## src/rtl/demux8_1_reg.sv

```systemverilog
// Registered 1-to-8 write demultiplexer: one word per handshake is staged, then
// written into one of eight output slots with a one-hot strobe and sticky written flags.
module demux8_1_reg #(
  parameter int unsigned WIDTH = 64
) (
  input  logic               clk,
  input  logic               reset,
  input  logic               in_valid,
  output logic               in_ready,
  input  logic [WIDTH-1:0]   in_data,
  input  logic [2:0]         sel,
  input  logic               hold,
  input  logic               clear,
  output logic [8*WIDTH-1:0] out_data,
  output logic [7:0]         out_en,
  output logic [7:0]         written,
  output logic               overwrite
);

  localparam int unsigned NSLOT = 8;
  localparam int unsigned SELW  = 3;

  logic             s_valid;
  logic [SELW-1:0]  s_sel;
  logic [WIDTH-1:0] s_data;
  logic             do_write;
  logic [NSLOT-1:0] wr_onehot;
  logic [WIDTH-1:0] slot_q [NSLOT];

  // Acceptance depends only on reset and stall, never on in_valid.
  always_comb begin
    in_ready = reset & ~hold;
  end

  // Decode the staged select into the write strobe.
  always_comb begin
    do_write  = s_valid & ~hold;
    wr_onehot = '0;
    if (do_write) begin
      wr_onehot = NSLOT'(1) << s_sel;
    end
    out_en    = wr_onehot;
    overwrite = do_write & written[s_sel];
  end

  // Stage register; a held word stays put until hold drops.
  always_ff @(posedge clk or negedge reset) begin
    if (!reset) begin
      s_valid <= 1'b0;
      s_sel   <= '0;
      s_data  <= '0;
    end else if (!hold) begin
      s_valid <= in_valid;
      if (in_valid) begin
        s_sel  <= sel;
        s_data <= in_data;
      end
    end
  end

  // Slot bank: only the strobed slot changes.
  always_ff @(posedge clk or negedge reset) begin
    if (!reset) begin
      for (int k = 0; k < NSLOT; k++) begin
        slot_q[k] <= '0;
      end
    end else begin
      for (int k = 0; k < NSLOT; k++) begin
        if (wr_onehot[k]) begin
          slot_q[k] <= s_data;
        end
      end
    end
  end

  // Sticky flags; a write at the same edge as clear keeps its bit.
  always_ff @(posedge clk or negedge reset) begin
    if (!reset) begin
      written <= '0;
    end else if (!hold) begin
      written <= (clear ? NSLOT'(0) : written) | wr_onehot;
    end
  end

  always_comb begin
    out_data = '0;
    for (int k = 0; k < NSLOT; k++) begin
      out_data[k*WIDTH +: WIDTH] = slot_q[k];
    end
  end

endmodule

```

## config.mk

```make
export PLATFORM = sky130hd
export DESIGN_NAME = demux8_1_reg
export DESIGN_NICKNAME = d
export VERILOG_FILES = /design/src/rtl/demux8_1_reg.sv
export SDC_FILE = /design/constraint.sdc
export NUM_CORES = 1
export LEC_CHECK = 0
export ABC_AREA = 1
export CAP_MARGIN = 20
export CORE_ASPECT_RATIO = 0.5
export CORE_MARGIN = 2
export CORE_UTILIZATION = 23
export DETAILED_ROUTE_END_ITERATION = 12
export HOLD_SLACK_MARGIN = 0.15
export RECOVER_POWER = 25
export SLEW_MARGIN = 20
export SYNTH_ARGS = -nofsm -noshare
export SYNTH_HDL_FRONTEND = slang
export SYNTH_SLANG_ARGS = --single-unit
export TNS_END_PERCENT = 20
```

## constraint.sdc

```tcl
create_clock -name clk -period 1.6 [get_ports clk]
set_input_delay 0.32 -clock clk [delete_from_list [all_inputs] [get_ports clk]]
set_output_delay 0.32 -clock clk [all_outputs]
set_load 0.01 [all_outputs]
```

==> flow_metrics.tcl, run 1 <==
set metrics [dict create \
    io_buffers 601 \
    status "finished with violations" \
    rsz0062_at_grt "true" \
    power_mw 57.8 \
    critPathMaxFanout 5 \
    first_global_vias 16400 \
    stdcell_count 3937 \
    slew_viol_final 0 \
    dp_cells 3787 \
    min_to "s_data[29]" \
    syn_area_sq_um 21300 \
    clockRootBuffer "clkbuf_16" \
    arrival_ns 1.88 \
    tightest_slew_ns 1.06 \
    clk_pin_slew_ns 0.07 \
    synth_area_leader_cell "dfrtp_1" \
    initial_core_util_pct 23.4 \
    min_path_cells 3 \
    pin_count 602 \
    layout.nets 2716 \
    insertion_delay_ns 0.64 \
    antenna_found_initial 16 \
    min_path_type "in2reg" \
    grt_pass1_wl_mm 115 \
    dieArea_sq_um 95400 \
    criticalPathCategory "reg2out" \
    design_area_sq_um 31200 \
    syn_avg_cell_area_sq_um 10.6 \
    finalHoldViolations 0 \
    drv_cap 0 \
    placed_area_sq_um 28800 \
    power_density_nw_per_um2 1850 \
    required_ns 1.28 \
    violations "setup timing" \
    via_per_inst 4.44 \
    r2r_end "out_data[421]" \
    synth_top_area_share_pct 69.0 \
    r2r-start "s_sel[0]" \
    skew_ns 0.0591 \
    reg2reg_slack_ns -0.24 \
    clkSinkCount 588 \
    htreeDepth 2 \
    max_freq_mhz 455 \
    die_y_microns 219 \
    yosys_warnings 0 \
    utilization_pct 34.2 \
    num_vias 17500 \
    ys_ff_latch 588 \
    final_cell_mix "dfrtp_1 (584), nand2_1 (538), dlymetal6s2s_1 (312)" \
    synth_nets 2083 \
    cts_tree "done" \
    ir_drop_v 0.000822 \
    wl_per_cell_microns 21.7 \
    drive_gt1_share_pct 16.5 \
    final_common_cell "dfrtp_1" \
    dp_hpwl_mm 56.9 \
    die_w_microns 435 \
    hold_slack_ns 0.252 \
    track_usage_pct 16.1 \
    core_sq_um 91300 \
    setup_viol_count_final 449 \
    critPathCaptureType "primary output" \
    ctsLongestPathBuffers 3 \
    synth_cells 2011 \
    setup_tns_ns -47.14 \
    finalCritPeriodShare_pct 137 \
    yosys-top-cells-area "dfrtp_1 (69%), nand2_1 (9.6%), o21ai_1 (6.2%), o21ai_0 (6.0%), buf_6 (3.1%)" \
    area_growth_pct 46.2 \
    reg2reg_depth 9 \
    finalCriticalPeriod_ns 2.20 \
    wl_mm 85.3 \
    critPathLaunchType "flop" \
    hold_path.startpoint "in_data[29]" \
    final_antenna_net_count 0 \
    synth_cell_types 15 \
    overflow 0 \
    grt_max_degree 180 \
    rows 78 \
    place_congestion 0.856 \
    ys_seq_area_share_pct 69.0 \
    p_leak_nw 18.6 \
    drt_iter0_drc 1419 \
    relSlewSlack_pct 29.6 \
    cts_made_buffers 55 \
    drc 0 \
    layout_setup_ws_ns -0.596 \
    firstDrtPassIters 5 \
    cp-startpoint "s_sel[0]" \
    pre_cts_ws_ns -0.746 \
]
[logic make-up (layout without fill, tap and decap cells)]
kind of cell | Yosys count | count (layout) | share of synthesized area [%]
AO/OA/AOI/OAI | 587 | 587 | 13.8
buffers and inverters | 208 | 883 | 6.01
flip-flops | 588 | 588 | 69.0
other | 0 | 11 | 0
AND/OR/NAND/NOR | 628 | 628 | 11.3
[sequential cells by signal, indices dropped and copies added, names as in the netlist]
name and count:
s_data 64, s_sel 3, s_valid 1, out_data 512, written 8
[Yosys cell counts]
master / count
dfrtp_1: 588
nand2_1: 546
o21ai_1: 266
o21ai_0: 254
inv_1: 77
nor2_1: 70
a21oi_1: 67
buf_6: 58
clkbuf_1: 33
buf_2: 29
buf_4: 8
nand2_2: 8
inv_2: 3
nor2_4: 3
nor2_2: 1
[per-layer routing]
metal	routed length, microns	track usage, %	up-vias	part of all wire (%)
li1	-	-	7835	-
met1	33200	19.1	8839	39
met2	43500	28.7	596	51
met3	4170	2.70	213	4.9
met4	4360	7.46	4	5.1
met5	22	0	-	0.026
[cell type report]
class	count	area (sq um)
diodes	11	27.5
clock buffers	74	1570
clock inverters	25	345
fillers	9217	60100
inverters	80	308
multi-input cells	1215	5430
flip-flops and latches	588	14700
well taps	1240	1550
repair buffers	704	7240
[power breakdown]
| group | total, mW | leakage [nW] | internal (mW) | switching [mW] |
|---|---|---|---|---|
| Clock | 14.0 | 0.929 | 7.88 | 6.08 |
| Sequential | 23.6 | 7.31 | 20.6 | 3.05 |
| Combinational | 20.2 | 10.4 | 9.16 | 11.1 |
[worst max-delay path, cell delays in order (launching register included)]
cell and delay, ns:
dfrtp_2 0.43, buf_6 0.13, inv_4 0.04, buf_6 0.11
nand2_1 0.05, nand2_1 0.05, nand2_1 0.05, nand2_1 0.05
nand2_1 0.05, nand2_2 0.11, buf_12 0.14
[timing repair]
action,in CTS,in global routing
hold buffers,1,0
setup endpoints to repair,868,853
cloned,0,14
buffers inserted,23,4
pin swaps,10,5
gates resized for setup,905,350
endpoints found under the hold margin,492,0
[how the worst max path moves through the flow]
stage | cells past startpoint | slack [ns] | to
3_3_place_gp | 8 | -0.76 | out_en[3]
6_report | 10 | -0.60 | overwrite
3_5_place_dp | 8 | -0.75 | out_en[3]
5_1_grt | 10 | -0.69 | overwrite
2_1_floorplan | 6 | 0.19 | out_en[7]
4_1_cts | 10 | -0.63 | overwrite
(Power assumes the default switching activity.)
==> run 2: changes to the inputs <==
--- a/config.mk
+++ b/config.mk
@@ -7,11 +7,11 @@
 export LEC_CHECK = 0
 export ABC_AREA = 1
 export CAP_MARGIN = 20
-export CORE_ASPECT_RATIO = 0.5
+export CORE_ASPECT_RATIO = 0.7
 export CORE_MARGIN = 2
 export CORE_UTILIZATION = 23
 export DETAILED_ROUTE_END_ITERATION = 12
-export HOLD_SLACK_MARGIN = 0.15
+export HOLD_SLACK_MARGIN = 0.05
 export RECOVER_POWER = 25
 export SLEW_MARGIN = 20
 export SYNTH_ARGS = -nofsm -noshare
==> flow_metrics.tcl, run 2 (synthesized netlist as in run 1, its figures left out) <==
set metrics [dict create \
    layout_setup_ws_ns -0.513 \
    clockRootBuffer "clkbuf_16" \
    die_y_microns 259 \
    cts_made_buffers 59 \
    power_frac_comb_pct 34.2 \
    ctsLongestPathBuffers 3 \
    drc 0 \
    final_common_cell "dfrtp_1" \
    clkSinkCount 588 \
    grt_max_degree 108 \
    firstDrtPassIters 5 \
    critPathLaunchType "flop" \
    critPathCaptureType "primary output" \
    layout.nets 2730 \
    rsz0062_at_grt "true" \
    drv_cap 0 \
    power.share.sequential_pct 41.6 \
    track_usage_pct 15.0 \
    finalHoldViolations 0 \
    slew_viol_final 0 \
    place_congestion 0.781 \
    finalCritPeriodShare_pct 132 \
    htreeDepth 2 \
    min_path_type "in2reg" \
    skew_ns 0.0131 \
    drive_gt1_share_pct 19.8 \
    wl_per_cell_microns 20.2 \
    internal_power_mw 37.5 \
    final_cell_mix "dfrtp_1 (585), nand2_1 (502), dlymetal6s2s_1 (289)" \
    critPathMaxFanout 4 \
    p_switching_mw 19.5 \
    grt_pass1_wl_mm 109 \
    final_antenna_net_count 0 \
    initial_core_util_pct 23.2 \
    tightest_slew_ns 0.801 \
    dieArea_sq_um 95300 \
    swShare_pct 34.2 \
    core_sq_um 91900 \
    power_mw 57.1 \
    io_buffers 601 \
    setup_tns_ns -100.20 \
    overflow 0 \
    reg2reg_slack_ns -0.24 \
    violations "setup timing" \
    relSlewSlack_pct 46.6 \
    largest_reg_flops 512 \
    antenna_found_initial 3 \
    clk_pin_slew_ns 0.06 \
    first_global_vias 16100 \
    area_growth_pct 46.7 \
    criticalPathCategory "reg2out" \
    fillers 9313 \
    wl_mm 79.4 \
    insertion_delay_ns 0.62 \
    num_vias 16900 \
    ir_drop_v 0.000822 \
    antenna_cells 0 \
    cts_tree "done" \
    arrival_ns 1.79 \
    drt_iter0_drc 1214 \
    dp_hpwl_mm 51.3 \
    die_w_microns 368 \
    p_leak_nw 18.5 \
    power_density_nw_per_um2 1820 \
    via_per_inst 4.30 \
    max_freq_mhz 473 \
    rows 93 \
    clkPwrFrac_pct 24.2 \
    required_ns 1.28 \
    setup_viol_count_final 676 \
    finalCriticalPeriod_ns 2.11 \
    status "finished with violations" \
    pin_count 602 \
]
run 2: what timing repair did:
action | 4_1_cts | 5_1_grt
cloned | 0 | 16
resized for setup | 980 | 458
pin swaps | 7 | 17
hold buffers | 1 | 0
setup buffers | 22 | 8
setup endpoints to repair | 814 | 932
endpoints found under the hold margin | 77 | 0
run 2: through the flow:
| stage | cells | area (sq um) | setup slack, ns | hold WS, ns | utilization [%] |
|---|---|---|---|---|---|
| 2_1_floorplan | 2011 | 21300 | 0.189 | 0.0244 | - |
| 3_3_place_gp | 3788 | 28900 | -0.614 | 0.464 | 31.4 |
| 3_5_place_dp | 3788 | 28900 | -0.606 | 0.472 | 31.4 |
| 4_1_cts | 3913 | 29900 | -0.507 | 0.206 | 32.5 |
| 5_1_grt | 3936 | 31300 | -0.578 | 0.238 | 34.1 |
| 6_report | 3936 | 31300 | -0.513 | 0.265 | 34.1 |
run 2: layout make-up:
| class | instances | area (sq um) | area share [%] |
|---|---|---|---|
| clock inverter | 17 | 176 | 0.564 |
| timing repair buffer | 714 | 7130 | 22.8 |
| multi-input combinational | 1215 | 5740 | 18.3 |
| clock buffer | 87 | 1690 | 5.40 |
| inverter | 80 | 303 | 0.967 |
| tap | 1235 | 1550 | 4.94 |
| sequential | 588 | 14700 | 47.0 |
run 2: worst paths after layout:
check / startpoint / to / depth (start not counted)
max: s_sel[2] / out_en[3] / 7
min in group asynchronous: reset / out_data[407] / 4
min: in_data[52] / s_data[52] / 3
max in group asynchronous: reset / out_data[301] / 5
min reg2reg: out_data[42] / out_data[42] / 2
max reg2reg: s_sel[2] / out_data[94] / 9
run 2: power groups by stage:
stage / sequential [mW] / combinational (mW) / clock, mW
floorplan: 26.3 / 4.85 / 0
global placement: 23.8 / 21.9 / 0
detailed placement: 24.0 / 22.1 / 0
CTS: 23.7 / 20.0 / 14.2
global route: 24.5 / 21.3 / 14.8
finish: 23.7 / 19.5 / 13.8
run 2: worst max-delay path, stage by stage (launching register included):
cell     delay, ns
dfrtp_1       0.44
buf_6         0.15
nor2_4        0.16
buf_6         0.12
buf_6         0.10
nand2_8       0.06
inv_2         0.06
buf_6         0.09
run 2: metal layers:
layer / global-route usage (%) / vias up / wire (microns)
li1: - / 7879 / -
met1: 21.1 / 8393 / 36700
met2: 22.7 / 527 / 35000
met3: 4.35 / 128 / 5780
met4: 3.81 / 2 / 1900
met5: 0 / - / 13
